File: src/rtl/bram_rd_burst_ctrl.sv
// Burst read initiator for a fixed-latency BRAM read port, returning words through a credit-protected FWFT buffer.
// Defining BRAM_RD_BURST_CTRL_STAT_EN adds saturating output-stall and credit-stall counters.
module bram_rd_burst_ctrl #(
    parameter int RD_ADDR_WDT  = 10,
    parameter int DATA_OUT_WDT = 64,
    parameter int PIPE_IN_CNT  = 1,
    parameter int PIPE_OUT_CNT = 1,
    parameter int LEN_WDT      = 11,
    parameter int FIFO_DEPTH   = 8
) (
    input  logic                    clk,
    input  logic                    rst,
    input  logic                    cmd_valid,
    output logic                    cmd_ready,
    input  logic [RD_ADDR_WDT-1:0]  cmd_base_addr,
    input  logic [LEN_WDT-1:0]      cmd_len,
    output logic                    mem_rd_en,
    output logic [RD_ADDR_WDT-1:0]  mem_rd_addr,
    input  logic [DATA_OUT_WDT-1:0] mem_data_out,
    output logic                    out_valid,
    input  logic                    out_ready,
    output logic [DATA_OUT_WDT-1:0] out_data,
    output logic                    out_last,
    output logic                    busy
`ifdef BRAM_RD_BURST_CTRL_STAT_EN
    ,
    output logic [31:0]             stat_stall_cnt,
    output logic [31:0]             stat_credit_stall_cnt
`endif
);

    localparam int RD_LAT = PIPE_IN_CNT + PIPE_OUT_CNT + 1;
    localparam int PTR_W  = $clog2(FIFO_DEPTH);
    localparam int CNT_W  = PTR_W + 1;
    localparam logic [CNT_W-1:0] DEPTH_C = CNT_W'(FIFO_DEPTH);

    typedef enum logic [1:0] {IDLE, RUN, DRAIN} state_t;

    state_t                  state, state_n;
    logic [RD_ADDR_WDT-1:0]  addr_n;
    logic [LEN_WDT-1:0]      rem, rem_n;
    logic [CNT_W-1:0]        used, used_n;
    logic [CNT_W-1:0]        fifo_cnt, fifo_cnt_n;
    logic [PTR_W-1:0]        wr_ptr, rd_ptr;
    logic [RD_LAT-1:0]       vld_p, last_p;
    logic [DATA_OUT_WDT-1:0] fifo_data [FIFO_DEPTH];
    logic                    fifo_last [FIFO_DEPTH];
    logic                    cmd_hs, cmd_go, push, pop, issue_last;

    always_ff @(posedge clk) begin
        assert (FIFO_DEPTH >= RD_LAT + 1 && (FIFO_DEPTH & (FIFO_DEPTH - 1)) == 0)
            else $fatal(1, "bram_rd_burst_ctrl: FIFO_DEPTH must be a power of 2 and >= RD_LAT+1");
    end

    // `used` is in-flight reads plus buffered words; it only drops on a pop,
    // so a read issued now always has a slot reserved when it returns.
    always_comb begin
        cmd_hs     = cmd_valid && cmd_ready;
        cmd_go     = cmd_hs && (cmd_len != '0);
        pop        = (fifo_cnt != '0) && out_ready;
        push       = vld_p[RD_LAT-1];
        issue_last = mem_rd_en && (rem == LEN_WDT'(1));
        used_n     = used + CNT_W'(mem_rd_en) - CNT_W'(pop);
        fifo_cnt_n = fifo_cnt + CNT_W'(push) - CNT_W'(pop);
        state_n    = state;
        addr_n     = mem_rd_addr;
        rem_n      = rem;
        case (state)
            IDLE: begin
                if (cmd_go) begin
                    state_n = RUN;
                    addr_n  = cmd_base_addr;
                    rem_n   = cmd_len;
                end
            end
            RUN: begin
                if (mem_rd_en) begin
                    addr_n = mem_rd_addr + 1'b1;
                    rem_n  = rem - 1'b1;
                    if (rem == LEN_WDT'(1)) state_n = DRAIN;
                end
            end
            DRAIN: begin
                if (pop && out_last) state_n = IDLE;
            end
            default: state_n = IDLE;
        endcase
    end

    // Outputs are registered from next-state values, so mem_rd_en reflects
    // the credit check against the counts of the cycle in which it is high.
    always_ff @(posedge clk) begin
        if (rst) begin
            state       <= IDLE;
            cmd_ready   <= 1'b0;
            busy        <= 1'b0;
            mem_rd_en   <= 1'b0;
            mem_rd_addr <= '0;
            rem         <= '0;
            used        <= '0;
            fifo_cnt    <= '0;
            wr_ptr      <= '0;
            rd_ptr      <= '0;
            vld_p       <= '0;
            last_p      <= '0;
        end else begin
            state       <= state_n;
            cmd_ready   <= (state_n == IDLE);
            busy        <= (state_n != IDLE);
            mem_rd_en   <= (state_n == RUN) && (used_n < DEPTH_C);
            mem_rd_addr <= addr_n;
            rem         <= rem_n;
            used        <= used_n;
            fifo_cnt    <= fifo_cnt_n;
            vld_p       <= (vld_p << 1) | RD_LAT'(mem_rd_en);
            last_p      <= (last_p << 1) | RD_LAT'(issue_last);
            if (push) wr_ptr <= wr_ptr + 1'b1;
            if (pop)  rd_ptr <= rd_ptr + 1'b1;
        end
    end

    always_ff @(posedge clk) begin
        if (push) begin
            fifo_data[wr_ptr] <= mem_data_out;
            fifo_last[wr_ptr] <= last_p[RD_LAT-1];
        end
    end

    assign out_valid = (fifo_cnt != '0);
    assign out_data  = out_valid ? fifo_data[rd_ptr] : '0;
    assign out_last  = out_valid && fifo_last[rd_ptr];

`ifdef BRAM_RD_BURST_CTRL_STAT_EN
    always_ff @(posedge clk) begin
        if (rst || cmd_go) begin
            stat_stall_cnt        <= '0;
            stat_credit_stall_cnt <= '0;
        end else begin
            if (out_valid && !out_ready && stat_stall_cnt != '1)
                stat_stall_cnt <= stat_stall_cnt + 1'b1;
            if (state == RUN && !mem_rd_en && stat_credit_stall_cnt != '1)
                stat_credit_stall_cnt <= stat_credit_stall_cnt + 1'b1;
        end
    end
`endif

endmodule

File: config.mk
export PLATFORM = sky130hd
export DESIGN_NAME = bram_rd_burst_ctrl
export DESIGN_NICKNAME = d
export VERILOG_FILES = /design/src/rtl/bram_rd_burst_ctrl.sv
export SDC_FILE = /design/constraint.sdc
export NUM_CORES = 1
export LEC_CHECK = 0
export BUFFER_PORTS_ARGS = -buffer_cell sky130_fd_sc_hd__buf_4
export CORE_ASPECT_RATIO = 1.75
export CORE_MARGIN = 4
export CORE_UTILIZATION = 52
export DETAILED_ROUTE_END_ITERATION = 8
export MAX_ROUTING_LAYER = met4
export PLACE_DENSITY = 0.75
export SKIP_LAST_GASP = 1
export SYNTH_ARGS = -nofsm -noshare
export SYNTH_HDL_FRONTEND = slang
export SYNTH_SLANG_ARGS = --single-unit
export TNS_END_PERCENT = 30
File: constraint.sdc
create_clock -name clk -period 10.6 [get_ports clk]
set_input_delay 2.12 -clock clk [delete_from_list [all_inputs] [get_ports clk]]
set_output_delay 2.12 -clock clk [all_outputs]
set_load 0.01 [all_outputs]
==> results.json <==
{
  "status": "finished clean",
  "grt_max_degree": 78,
  "wl_per_cell_um": 23.9,
  "hp-class": "flip-flop to flip-flop",
  "hold_buffers": 0,
  "layout_common_cells": "520 x edfxtp_1, 186 x buf_4, 130 x mux4_2",
  "grt_overflow": 0,
  "layout-drive-gt1-share": 0.298,
  "dp_cells": 1819,
  "synth-seq-area-share": 0.745,
  "path_class": "flip-flop to primary output",
  "die_area_mm2": 0.0463,
  "drc": 0,
  "ant_nets": 0,
  "syn_area_per_cell_um2": 19.6,
  "ys_warn_count": 0,
  "grt_pass1_wl_um": 69600,
  "fin_crit_ns": 5.73,
  "dp_worst_setup_slack_ns": 5.39,
  "skew_ns": 0.0175,
  "core_area_mm2": 0.0424,
  "fp.dieW_um": 164,
  "synth_edf_count": 520,
  "worst_path_largest_cell_delay_ns": 1.05,
  "rows": 100,
  "critPathArrivalTime_ns": 3.61,
  "cts_made_buffers": 48,
  "slew-limit-headroom": 0.201,
  "dpl.hpwl_um": 25600,
  "port_buffers": 167,
  "synthCells": 1136,
  "fin_nets": 1413,
  "ir_drop_uv": 135,
  "crit_fanout": 77,
  "firstDrtPassIters": 5,
  "async_reset_ff_frac": 0,
  "synthToLayoutAreaGrowth_pct": 15.6,
  "power_density_mw_per_mm2": 219,
  "required_ns": 8.48,
  "cts_setup_buffers": 0,
  "cts_max_level": 2,
  "clockBufferDepth": 3,
  "cts_resized": 0,
  "synth_cell_types": 55,
  "rsz0062_at_grt": "false",
  "pin_count": 168,
  "syn-cell-area_mm2": 0.0223,
  "setup-violations-final": 0,
  "cpMaxStageDelayCell": "dfxtp_4",
  "antenna_found_initial": 5,
  "root_buffer": "clkbuf_16",
  "startpoint_type": "flip-flop",
  "finalHoldViolations": 0,
  "final_common_cell": "edfxtp_1",
  "worstMarginPinSlew_ns": 1.20,
  "routed_wl_um": 45700,
  "ys.flop_type": "edfxtp_1",
  "cts.clk_slew.worst_paths_ns": 0.07,
  "viasPerCell": 5.88,
  "finalInstanceArea_mm2": 0.0258,
  "final_cells": 1911,
  "path_cells": "buf_4 -> mux4_2 -> mux2i_1 -> nor2_1 -> buf_4",
  "place_area_mm2": 0.0242,
  "cts.sinks": 569,
  "cp-end-kind": "primary output",
  "grt_pass1_vias": 11700,
  "globalplace.congestion": 0.826,
  "drt-initial-drc-count": 803,
  "start_util": 0.525,
  "syn_nets": 1241,
  "slew_viol_final": 0,
  "clock_latency_ns": 0.57,
  "ys_seq_elements": 569,
  "fmax_ghz": 0.175,
  "cpMostUsedCell": "buf_4",
  "drv_cap": 0,
  "setup-tns-final_ns": 0,
  "leakagePower_nw": 8.27,
  "finalCritPeriodShare": 0.540,
  "grt_usage": 0.205,
  "dieHeight_um": 282,
  "layout_setup_ws_ns": 4.87,
  "cts_tree": "done",
  "vias": 11200,
  "whs_ns": 0.440,
  "nFillCells": 2972
}
## cell usage after synthesis (5+ instances only)
library cell / instances / share of area
edfxtp_1: 520 / 0.70
clkbuf_1: 37 / 0.0062
xnor2_1: 5 / 0.0020
nor3_1: 9 / 0.0020
nand3_1: 8 / 0.0018
nor2b_1: 12 / 0.0034
nand2_1: 16 / 0.0027
buf_1: 7 / 0.0012
a21oi_1: 27 / 0.0061
mux2i_1: 66 / 0.030
nand2b_1: 18 / 0.0051
ha_1: 14 / 0.0079
a22oi_1: 5 / 0.0017
dfxtp_1: 49 / 0.044
nor2_1: 85 / 0.014
mux4_2: 130 / 0.13
o32ai_1: 12 / 0.0047
nor4_1: 6 / 0.0017
inv_1: 21 / 0.0035
buf_2: 20 / 0.0045
## report_power, final
group / internal [mW] / leakage (nW) / switching (mW)
Sequential: 2.48 / 5.09 / 0.0967
Clock: 0.972 / 0.764 / 0.764
Combinational: 0.677 / 2.41 / 0.638
Total: 4.13 / 8.27 / 1.50
## worst max-delay path: cells and delay by family, from the launching register on
| family | cells | cell delay (ns) |
|---|---|---|
| buffers and inverters | 2 | 0.97 |
| flip-flops | 1 | 1.05 |
| multiplexers | 2 | 0.86 |
| AND/OR/NAND/NOR | 1 | 0.08 |
## metrics by stage
stage          utilization  power, mW
2_1_floorplan            -       3.44
3_3_place_gp         0.570       3.95
3_5_place_dp         0.570       3.97
4_1_cts              0.607       5.69
5_1_grt              0.607       5.88
6_report             0.607       5.63
## path summary, 6_finish.rpt
kind | from | endpoint | slack [ns] | cells after the start
worst min register to register | vld_p[0] | vld_p[1] | 0.44 | 1
worst min-delay path | vld_p[0] | vld_p[1] | 0.44 | 1
worst max-delay path | flip-flop | out_last | 4.87 | 5
worst max register to register | flip-flop | cmd_ready | 7.34 | 5
## final cells by class
| type | instances | area [um^2] | share of cell area |
|---|---|---|---|
| sequential | 569 | 16600 | 0.645 |
| multi-input combinational | 482 | 5390 | 0.209 |
| timing repair buffer | 186 | 1400 | 0.0542 |
| clock buffer | 65 | 1390 | 0.0540 |
| tap | 561 | 702 | 0.0273 |
| clock inverter | 22 | 175 | 0.00680 |
| inverter | 21 | 78.8 | 0.00306 |
| antenna | 5 | 12.5 | 0.000486 |
## logic make-up after synthesis
family / synth area share
buf+inv: 0.0155
compound gates: 0.0251
xor+xnor: 0.00354
fa+ha+maj: 0.00966
mux: 0.161
simple gates: 0.0399
flops: 0.745
## routing by layer
metal	up-vias	global-route usage	part of all wire
met5	-	-	0
met4	0	0.0602	0.023
met3	75	0.0383	0.059
met2	345	0.359	0.55
met1	5879	0.243	0.37
li1	4940	-	-
## state kept, by name, indices dropped and copies added (netlist names), named ones only
signal and cells:
busy 1, cmd_ready 1, fifo_cnt 4, fifo_data 512, fifo_last 8, last_p 3
mem_rd_addr 10, mem_rd_en 1, rd_ptr 3, rem 11, state 2, used 4
vld_p 3, wr_ptr 3
Note: power is estimated with default switching activity, not from simulation.
